$ cat src/rtl/pwm_engine.sv
// Multi-channel PWM generator driven by the flat SPI register bus.
// Period and duty values are shadowed and only reloaded at period wrap, so register writes never glitch a pulse.
module pwm_engine #(
    parameter int NUM_REGS = 8,
    parameter int WIDTH    = 8,
    parameter int NUM_CH   = 4
) (
    input  logic                      clk,
    input  logic                      rstb,
    input  logic                      ena,
    input  logic [NUM_REGS*WIDTH-1:0] config_regs,
    output logic [NUM_CH-1:0]         pwm_out,
    output logic [WIDTH-1:0]          stat_reg
);

    logic [WIDTH-1:0] ctrl;
    logic [WIDTH-1:0] period;
    logic [WIDTH-1:0] duty [NUM_CH];
    logic             en;
    logic             inv;
    logic [3:0]       presc;

    assign ctrl   = config_regs[0 +: WIDTH];
    assign period = config_regs[WIDTH +: WIDTH];
    assign en     = ctrl[0];
    assign inv    = ctrl[1];
    assign presc  = ctrl[7:4];

    always_comb begin
        for (int i = 0; i < NUM_CH; i++) begin
            duty[i] = config_regs[(2+i)*WIDTH +: WIDTH];
        end
    end

    logic unused_ctrl;
    assign unused_ctrl = ^ctrl[3:2];

    generate
        if (WIDTH > 8) begin : g_ctrl_hi
            logic unused_ctrl_hi;
            assign unused_ctrl_hi = ^ctrl[WIDTH-1:8];
        end
        if (NUM_REGS > NUM_CH + 2) begin : g_spare_regs
            logic unused_regs;
            assign unused_regs = ^config_regs[NUM_REGS*WIDTH-1 : (NUM_CH+2)*WIDTH];
        end
    endgenerate

    logic [3:0]       pcnt;
    logic [WIDTH-1:0] cnt;
    logic [WIDTH-1:0] per_sh;
    logic [WIDTH-1:0] duty_sh [NUM_CH];
    logic             wrap_tgl;
    logic             sticky;

    logic              tick;
    logic              wrap;
    logic              over_any;
    logic [NUM_CH-1:0] pwm_next;

    // A wrap judges the shadows it is about to retire, so over_any looks at the old values.
    always_comb begin
        tick     = en && (pcnt == presc);
        wrap     = tick && (cnt == per_sh);
        over_any = 1'b0;
        pwm_next = '0;
        for (int i = 0; i < NUM_CH; i++) begin
            if (duty_sh[i] > per_sh) begin
                over_any = 1'b1;
            end
            pwm_next[i] = (cnt < duty_sh[i]) ^ inv;
        end
    end

    always_ff @(posedge clk or negedge rstb) begin
        if (!rstb) begin
            pcnt     <= '0;
            cnt      <= '0;
            per_sh   <= '0;
            for (int i = 0; i < NUM_CH; i++) begin
                duty_sh[i] <= '0;
            end
            wrap_tgl <= 1'b0;
            sticky   <= 1'b0;
            pwm_out  <= '0;
            stat_reg <= '0;
        end else if (ena) begin
            stat_reg <= {{(WIDTH-3){1'b0}}, sticky, wrap_tgl, en};
            if (!en) begin
                // While idle the shadows track the live registers so the first period after enable is current.
                pcnt    <= '0;
                cnt     <= '0;
                per_sh  <= period;
                for (int i = 0; i < NUM_CH; i++) begin
                    duty_sh[i] <= duty[i];
                end
                sticky  <= 1'b0;
                pwm_out <= {NUM_CH{inv}};
            end else begin
                pwm_out <= pwm_next;
                if (tick) begin
                    pcnt <= '0;
                end else begin
                    pcnt <= pcnt + 1'b1;
                end
                if (wrap) begin
                    cnt      <= '0;
                    per_sh   <= period;
                    for (int i = 0; i < NUM_CH; i++) begin
                        duty_sh[i] <= duty[i];
                    end
                    wrap_tgl <= ~wrap_tgl;
                    if (over_any) begin
                        sticky <= 1'b1;
                    end
                end else if (tick) begin
                    cnt <= cnt + 1'b1;
                end
            end
        end
    end

endmodule
$ cat config.mk
export PLATFORM = sky130hd
export DESIGN_NAME = pwm_engine
export DESIGN_NICKNAME = d
export VERILOG_FILES = /design/src/rtl/pwm_engine.sv
export SDC_FILE = /design/constraint.sdc
export NUM_CORES = 1
export LEC_CHECK = 0
export BUFFER_PORTS_ARGS = -buffer_cell sky130_fd_sc_hd__buf_2
export CORE_ASPECT_RATIO = 0.8
export CORE_MARGIN = 8
export CORE_UTILIZATION = 50
export DETAILED_ROUTE_END_ITERATION = 6
export PLACE_DENSITY_LB_ADDON = 0.1
export SKIP_LAST_GASP = 1
export SLEW_MARGIN = 10
export SYNTH_ARGS = -nofsm -noshare
export SYNTH_HDL_FRONTEND = slang
export SYNTH_SLANG_ARGS = --single-unit
$ cat constraint.sdc
create_clock -name clk -period 3 [get_ports clk]
set_input_delay 0.15 -clock clk [delete_from_list [all_inputs] [get_ports clk]]
set_output_delay 0.15 -clock clk [all_outputs]
set_load 0.01 [all_outputs]
==> out/qor.txt, run 1 <==
CTS buffer count: 9
area leader, netlist: dfrtp_1
Worst Path Max Fanout: 17
Worst Setup SP: cnt[2]$_DFFE_PN0P_
clock slew at reported path FFs: 0.07 ns
post_cts resized: 0
worst path required time: 3.22 ns
DR vias/cell: 5.224
initial antenna violation count: 0
ys flop type: dfrtp_1
H-tree depth: 3
power density over cell area: 509.0 nW/um^2
register area share after synthesis: 36.16%
FF+latch area: 1526 um^2
Area growth syn-to-layout: 12.51%
layout cell share with drive strength beyond 1: 26.37%
most common cell in the netlist: ha_1
Die Wd: 118.7 um
Final Setup Violations: 0
clk sinks: 61
Leak: 0.002511 uW
worst reg-to-reg path cell count: 7
Synth cell types: 36
Top reg by flops: duty_sh
Synth top cells by count: ha_1 (62), dfrtp_1 (61), inv_1 (47)
first-pass GRT wire length: 16,060 um
Yosys reg bits: 61
Post-Syn Instances: 388
CTS root buffer: clkbuf_8
Yosys warning total: 0
filler-free cell count of the finished design: 567
GR Layer Usage met2: 26.24%
RSZ-0062 raised after global routing: false
final slew viol count: 0
Setup crit end kind: register
Clock Skews: 0.008787 ns
delay-heaviest family, CP: simple AND/OR/NAND/NOR gates
hold_ws: 0.01129 ns
RePlAce Congestion: 0.8024
Placement Setup Slack: 0.4768 ns
vias in the first global route: 3,221
fin nets: 581
top cells by area, synth: dfrtp_1 (36%), ha_1 (18%), mux2_4 (12%), inv_1 (4.2%), a21oi_1 (3.1%)
Multi-input gate area: 2389 um^2
final period utilization: 85.53%
die height: 98.19 um
met3 Usage GRT: 4.960%
# Post-CTS Setup Buffers: 0
FF-to-FF End: duty_sh[13]$_DFFE_PN0P_
largest net degree at the start of global routing: 48
worst reg2reg startpoint: cnt[2]$_DFFE_PN0P_
GRT busiest layer: met2
first-iteration detailed-routing DRC count: 142
Final ANT Viol Nets: 0
Max Fclk: 389.7 MHz
Layout fillers: 760
I/O pin count: 79
Regs by FF count: duty_sh (32), cnt (8), per_sh (8)
WS Path Type: reg2reg
num rows: 30
Routed WL per cell: 16.50 um
Crit-path slowest cell: dfrtp_1
CP Depth: 7
HP Class: in2async
Post-synth EDFFs: 0
Hold Buf Count CTS: 0
PortBufs: 55
run status: finished clean
asr flop ratio synth: 100.0%
Routed WL: 9355 um
Mapped Avg Cell Area: 10.88 um^2
Slew @ Worst Pin: 1.075 ns
Final WS setup: 0.4340 ns
antenna diode count: 0
grt total ovfl: 0
top cell type's share of synthesized area: 36.16%
CP cell instances: xnor2_1, nand4_1, nor4_2, nand2b_1, and2_4, buf_12, mux2_2
Clock Latency Late Sink: 0.34 ns
Slew Limit Headroom: 28.34%
Power Total: 2418 uW
Starting Density: 50.66%
drt pass-1 iters: 4
worst path bufs/invs: 1
vias: 2,962
DP Cell Count: 553
r2r setup slk: 0.43 ns
peak supply drop: 0.0003352 V
crit path to: duty_sh[13]$_DFFE_PN0P_
Total GRT Usage: 17.10%
max reg flops: 32
CORE AREA: 8333 um^2
CTS Buffer Depth: 2
DRC Markers: 0
Final min period: 2.566 ns
die area: 11,660 um^2
routing usage on met1: 22.38%
crit path DAT: 2.79 ns
Startpoint Class: register
Max Cap Viol: 0
Post-DP HPWL: 7080 um
setup TNS: 0 ns
mapped cell area: 4222 um^2
Worst path max stage delay: 0.59 ns
Final Hold Vio Count: 0
CTS tree: yes
[power breakdown]
part	internal, uW	switching [uW]	total [uW]	leakage [uW]
clock network	333	297	630	0.0000881
registers	926	118	1040	0.000745
logic	373	371	744	0.00168
[cells by family after synthesis]
group / Yosys count / share of synthesized area, %
buffers and inverters: 60 / 7.617
flip-flops: 61 / 36.16
XOR/XNOR: 25 / 5.187
adder cells (fa/ha/maj): 62 / 18.38
AO/OA/AOI/OAI: 63 / 8.832
other: 1 / 0.08883
multiplexers: 44 / 14.73
AND/OR/NAND/NOR: 72 / 9.010
[through the flow]
stage                     cell area (um^2)  utilization (%)
final                                 4750            57.00
after global routing                  4750            57.00
after detailed placement              4584            55.02
after floorplan                       4237                -
after global placement                4584            55.02
after CTS                             4750            57.00
[layer usage]
layer	vias up	wire length [um]
li1	1469	-
met1	1416	4623
met2	62	4150
met3	15	402
met4	0	178
met5	-	0
[cell usage in the layout, fill, tap and decap left out, drive strengths merged]
| cell type | n |
|---|---|
| ha | 62 |
| buf | 62 |
| dfrtp | 61 |
| inv | 47 |
| mux2 | 43 |
| a21oi | 26 |
| nand4 | 14 |
| nand2 | 14 |
| nor2 | 14 |
| o21ai | 14 |
| xnor2 | 13 |
| xor2 | 12 |
| clkbuf | 12 |
| a21o | 8 |
| nand3 | 7 |
| nand2b | 6 |
| and3 | 6 |
| o211ai | 6 |
| conb | 5 |
| and2 | 5 |
| a211oi | 4 |
| o22ai | 2 |
| nand3b | 2 |
| nor3 | 2 |
| clkinv | 2 |
| nor4 | 1 |
| a21boi | 1 |
| nor2b | 1 |
| a2111oi | 1 |
| o31a | 1 |
| mux2i | 1 |
[cell type report]
type,count,share of cell area (%)
inverter,47,3.714
clock inverter,2,0.2107
timing repair buffer,62,7.429
sequential,61,32.14
tap,112,2.950
clock buffer,12,3.267
multi-input combinational,271,50.29
[worst reg2reg max path, stage by stage (launching register included)]
cell	delay, ns
dfrtp_1	0.59
xnor2_1	0.18
nand4_1	0.12
nor4_2	0.40
nand2b_1	0.20
and2_4	0.37
buf_12	0.23
mux2_2	0.35
[worst min path at each step]
stage,from,to,slack (ns),cells after the start
finish,rstb,duty_sh[0]$_DFFE_PN0P_,0.01,1
global route,config_regs[31],duty_sh[23]$_DFFE_PN0P_,0.02,2
CTS,config_regs[26],duty_sh[18]$_DFFE_PN0P_,0.01,2
detailed placement,config_regs[11],per_sh[3]$_DFFE_PN0P_,0.38,2
global placement,config_regs[17],duty_sh[25]$_DFFE_PN0P_,0.38,2
floorplan,rstb,cnt[0]$_DFFE_PN0P_,-0.15,0
(Power assumes the default switching activity.)
==> inputs of run 2 (changes only) <==
- PLACE_DENSITY: not set -> 0.77
- PLACE_DENSITY_LB_ADDON: 0.1 -> not set
==> out/qor.txt, run 2 (synthesized netlist as in run 1, its figures left out) <==
# Post-CTS Setup Buffers: 0 (unchanged)
Area growth syn-to-layout: 12.51% (unchanged)
Final ANT Viol Nets: 0 (unchanged)
Max Cap Viol: 0 (unchanged)
Slew Limit Headroom: 48.37% (+20 points)
HP Class: in2reg
PortBufs: 55 (unchanged)
clock slew at reported path FFs: 0.07 ns (about the same)
hold_ws: 0.01455 ns (+0.003261 ns)
fin nets: 582 (+0.17%)
first-pass GRT wire length: 15,730 um (-2.1%)
commonest cells after routing, fill and taps aside: ha_1 (62), dfrtp_1 (61), buf_2 (55), inv_1 (47), mux2_4 (34)
power density over cell area: 510.8 nW/um^2 (+0.34%)
Die Wd: 118.7 um (unchanged)
antenna diode count: 0 (unchanged)
die height: 98.19 um (unchanged)
Top reg by flops: duty_sh
layout cell share with drive strength beyond 1: 26.64% (+0.26 points)
final slew viol count: 0 (unchanged)
Clock Skews: 0.006902 ns (-0.001884 ns)
Crit-path slowest cell: dfrtp_1
Worst Path Max Fanout: 16 (-1)
DRC Markers: 0 (unchanged)
CTS tree: yes
Clock Latency Late Sink: 0.36 ns (+0.02 ns)
RSZ-0062 raised after global routing: false
Final Hold Vio Count: 0 (unchanged)
CORE AREA: 8333 um^2 (unchanged)
DR vias/cell: 5.393 (+3.2%)
Post-DP HPWL: 7201 um (+1.7%)
setup TNS: 0 ns (unchanged)
CTS buffer count: 9 (unchanged)
I/O pin count: 79 (unchanged)
Starting Density: 50.66% (unchanged)
H-tree depth: 3 (unchanged)
first-iteration detailed-routing DRC count: 149 (+4.9%)
vias: 3,074 (+3.8%)
vias in the first global route: 3,324 (+3.2%)
max reg flops: 32 (unchanged)
commonest non-fill, non-tap cell in the layout: ha_1
drt pass-1 iters: 4 (unchanged)
CP cell instances: xnor2_1, nand4_1, nor4_2, nand2b_1, and2_4, buf_4, mux2_2
num rows: 30 (unchanged)
Total GRT Usage: 16.69% (-0.41 points)
worst path required time: 3.24 ns (+0.02 ns)
RePlAce Congestion: 0.8375 (+4.4%)
Leak: 0.002510 uW (about the same)
Regs by FF count: duty_sh (32), cnt (8), per_sh (8)
Startpoint Class: register
Routed WL per cell: 16.32 um (-1.1%)
CTS Buffer Depth: 2 (unchanged)
clk sinks: 61 (unchanged)
initial antenna violation count: 0 (unchanged)
grt total ovfl: 0 (unchanged)
Routed WL: 9303 um (-0.56%)
final period utilization: 85.47% (about the same)
Max Fclk: 390.0 MHz (about the same)
CTS root buffer: clkbuf_8
run status: finished clean
Worst path max stage delay: 0.56 ns (-0.03 ns)
delay-heaviest family, CP: simple AND/OR/NAND/NOR gates
Final min period: 2.564 ns (-0.001860 ns)
WS Path Type: reg2reg
peak supply drop: 0.0002947 V (-12%)
worst path bufs/invs: 1 (unchanged)
crit path DAT: 2.81 ns (+0.02 ns)
Final Setup Violations: 0 (unchanged)
Setup crit end kind: register
largest net degree at the start of global routing: 62 (+29%)
die area: 11,660 um^2 (unchanged)
Power Total: 2426 uW (+0.34%)
Slew @ Worst Pin: 0.7745 ns (-0.3004 ns)
-- run 2: cell count changes in the layout (fill, tap and decap cells not counted), sizes merged --
cell,delta
clkinv,+3
clkbuf,-2
clkinvlp,+1
dlygate4sd3,+1
-- run 2: worst reg2reg max path, delay by kind of cell, from the launching register on --
kind	cells	cell delay, ns
buffers and inverters	1	0.25
AND/OR/NAND/NOR	4	1.11
flip-flops	1	0.56
XOR/XNOR	1	0.18
multiplexers	1	0.34
-- run 2: layer usage --
metal / share of wire (%) / GRT usage, % / up-vias
met4: 1.8 / 6.111 / 0
li1: - / - / 1479
met3: 5.0 / 5.133 / 16
met2: 47 / 26.97 / 68
met1: 47 / 20.52 / 1511
met5: 0 / 0 / -
-- run 2: worst paths after layout --
path	start	to	slack (ns)	cells after the start
min	config_regs[10]	per_sh[2]$_DFFE_PN0P_	0.01	2
max in group asynchronous	rstb	duty_sh[14]$_DFFE_PN0P_	2.00	3
max reg2reg	cnt[2]$_DFFE_PN0P_	duty_sh[13]$_DFFE_PN0P_	0.44	7
min reg2reg	wrap_tgl$_DFFE_PN0P_	wrap_tgl$_DFFE_PN0P_	0.48	1
min in group asynchronous	rstb	cnt[0]$_DFFE_PN0P_	0.49	3
max	cnt[2]$_DFFE_PN0P_	duty_sh[13]$_DFFE_PN0P_	0.44	7
-- run 2: timing repair --
| item | 4_1_cts | 5_1_grt |
|---|---|---|
| gates resized for setup | 0 | 0 |
| endpoints found under the hold margin | 61 | 0 |
| hold buffers | 1 | 0 |
-- run 2: area by class of cell --
class | instances | area, um^2
multi-input cells | 271 | 2389
clock inverters | 6 | 40.04
fillers | 734 | 3583
repair buffers | 63 | 350.3
flip-flops and latches | 61 | 1526
inverters | 47 | 176.4
clock buffers | 10 | 127.6
well taps | 112 | 140.1
-- run 2: through the flow --
stage / utilization (%) / cell area (um^2) / setup slack [ns] / instances
after detailed placement: 54.86 / 4572 / 0.4618 / 553
after CTS: 57.00 / 4750 / 0.4331 / 570
after global routing: 57.00 / 4750 / 0.2856 / 570
final: 57.00 / 4750 / 0.4358 / 570
after floorplan: - / 4237 / 0.9580 / 392
after global placement: 54.86 / 4572 / 0.5419 / 553
-- run 2: report_power, final --
group / total (uW) / internal (uW) / switching [uW]
Combinational: 740 / 375 / 365
Sequential: 1050 / 925 / 121
Clock: 640 / 297 / 342
==> inputs of run 3 (changes only) <==
- CORE_MARGIN: 8 -> 2
- clock period: 3 -> 3.3 ns (I/O delays scaled with it)
==> out/qor.txt, run 3 (synthesized netlist as in run 1, its figures left out) <==
run status: finished clean
H-tree depth: 3 (unchanged)
CORE AREA: 8055 um^2 (-3.3%)
layout cell share with drive strength beyond 1: 26.21% (-0.43 points)
die area: 9199 um^2 (-21%)
Regs by FF count: duty_sh (32), cnt (8), per_sh (8)
Final Setup Violations: 0 (unchanged)
fin nets: 578 (-0.69%)
initial antenna violation count: 0 (unchanged)
DRC Markers: 0 (unchanged)
setup TNS: 0 ns (unchanged)
WS Path Type: reg2reg
Hold Path Stages: 2 (unchanged)
Startpoint Class: register
largest net degree at the start of global routing: 35 (-44%)
final slew viol count: 0 (unchanged)
Total GRT Usage: 21.04% (+4.4 points)
CTS buffer count: 9 (unchanged)
first-pass GRT wire length: 14,920 um (-5.1%)
Post-DP HPWL: 6954 um (-3.4%)
I/O pin count: 79 (unchanged)
antenna diode count: 0 (unchanged)
Die Wd: 106.7 um (-10%)
worst reg2reg startpoint: cnt[3]$_DFFE_PN0P_
Clock Latency Late Sink: 0.36 ns (about the same)
crit path DAT: 2.87 ns (+0.06 ns)
filler-free cell count of the finished design: 562 (-1.4%)
Final WS setup: 0.6713 ns (+0.2355 ns)
Routed WL: 9021 um (-3.0%)
DR vias/cell: 5.505 (+2.1%)
Layout fillers: 697 (-5.0%)
commonest non-fill, non-tap cell in the layout: ha_1
Starting Density: 52.41% (+1.7 points)
CTS tree: yes
PortBufs: 55 (unchanged)
Area growth syn-to-layout: 12.45% (about the same)
CTS Buffer Depth: 2 (unchanged)
min-delay src: config_regs[12]
first-iteration detailed-routing DRC count: 151 (+1.3%)
final period utilization: 79.66% (-5.8 points)
die height: 86.19 um (-12%)
Max Fclk: 380.4 MHz (-2.5%)
vias: 3,094 (+0.65%)
RSZ-0062 raised after global routing: false
clk sinks: 61 (unchanged)
Placement Setup Slack: 0.6877 ns (+0.2259 ns)
Final min period: 2.629 ns (+0.06455 ns)
hold_ws: 0.03263 ns (+0.01808 ns)
Max Cap Viol: 0 (unchanged)
Routed WL per cell: 16.05 um (-1.7%)
clock slew at reported path FFs: 0.07 ns (about the same)
HP Class: in2reg
peak supply drop: 0.0003236 V (+9.8%)
num rows: 29 (-3.3%)
drt pass-1 iters: 4 (unchanged)
Worst Setup SP: cnt[3]$_DFFE_PN0P_
Slew Limit Headroom: 48.68% (+0.31 points)
vias in the first global route: 3,158 (-5.0%)
CTS root buffer: clkbuf_8
Setup crit end kind: register
Final ANT Viol Nets: 0 (unchanged)
worst path required time: 3.54 ns (+0.30 ns)
Top reg by flops: duty_sh
DP Cell Count: 545 (-1.4%)
power density over cell area: 485.3 nW/um^2 (-5.0%)
Leak: 0.002509 uW (about the same)
Slew @ Worst Pin: 0.7698 ns (-0.004675 ns)
worst reg-to-reg path cell count: 7 (unchanged)
commonest cells after routing, fill and taps aside: ha_1 (62), dfrtp_1 (61), buf_2 (55), inv_1 (47), mux2_4 (34)
RePlAce Congestion: 0.8669 (+3.5%)
post_cts resized: 0 (unchanged)
Power Total: 2304 uW (-5.0%)
grt total ovfl: 0 (unchanged)
Worst Path Max Fanout: 27 (+11)
Final Hold Vio Count: 0 (unchanged)
max reg flops: 32 (unchanged)
Clock Skews: 0.008968 ns (+0.002066 ns)
-- run 3: changes by cell type in the layout (fill, tap and decap cells not counted), sizes merged --
cell,previous run,this run
buf,62,58
clkinvlp,1,0
bufinv,0,1
-- run 3: area by class of cell --
cell class              count  area (um^2)  share of cell area (%)
inverters                  47        176.4                   3.716
clock buffers              10        137.6                   2.899
well taps                 108        135.1                   2.847
multi-input cells         271         2389                   50.32
repair buffers             59        320.3                   6.747
clock inverters             6        62.56                   1.318
flip-flops and latches     61         1526                   32.16
-- run 3: stage by stage --
step           utilization [%]  area, um^2
2_1_floorplan                -        4237
3_3_place_gp             56.32        4537
3_5_place_dp             56.32        4537
4_1_cts                  58.93        4747
5_1_grt                  58.93        4747
6_report                 58.93        4747
-- run 3: worst paths after layout --
kind                                           end  slack, ns
max                        duty_sh[13]$_DFFE_PN0P_       0.67
max reg2reg                duty_sh[13]$_DFFE_PN0P_       0.67
min                          per_sh[4]$_DFFE_PN0P_       0.03
min reg2reg                   wrap_tgl$_DFFE_PN0P_       0.49
max in group asynchronous  duty_sh[15]$_DFFE_PN0P_       2.05
min in group asynchronous  stat_reg[1]$_DFFE_PN0P_       0.41
-- run 3: power breakdown --
part	switching [uW]	total, uW	internal, uW
clock network	308	675	367
logic	336	675	338
registers	113	955	841
total	757	2300	1550
-- run 3: worst max-delay path: stages, from the launching register on --
cell,delay [ns]
dfrtp_1,0.59
xnor2_1,0.18
nand4_1,0.15
nor4_2,0.37
nand2b_1,0.20
and2_4,0.37
buf_12,0.26
mux2_2,0.36
-- run 3: per-layer routing --
metal / up-vias / share of wire [%] / GRT usage [%]
met2: 104 / 48 / 35.26
met1: 1499 / 44 / 26.15
met4: 0 / 2.4 / 8.619
li1: 1465 / - / -
met5: - / 0 / 0
met3: 26 / 5.6 / 5.338
-- run 3: what timing repair did --
| action | CTS | global route |
|---|---|---|
| buffers inserted | 0 | 0 |
| hold buffers | 1 | 0 |
| setup endpoints to repair | 0 | 0 |
| hold endpoints to repair | 33 | 0 |
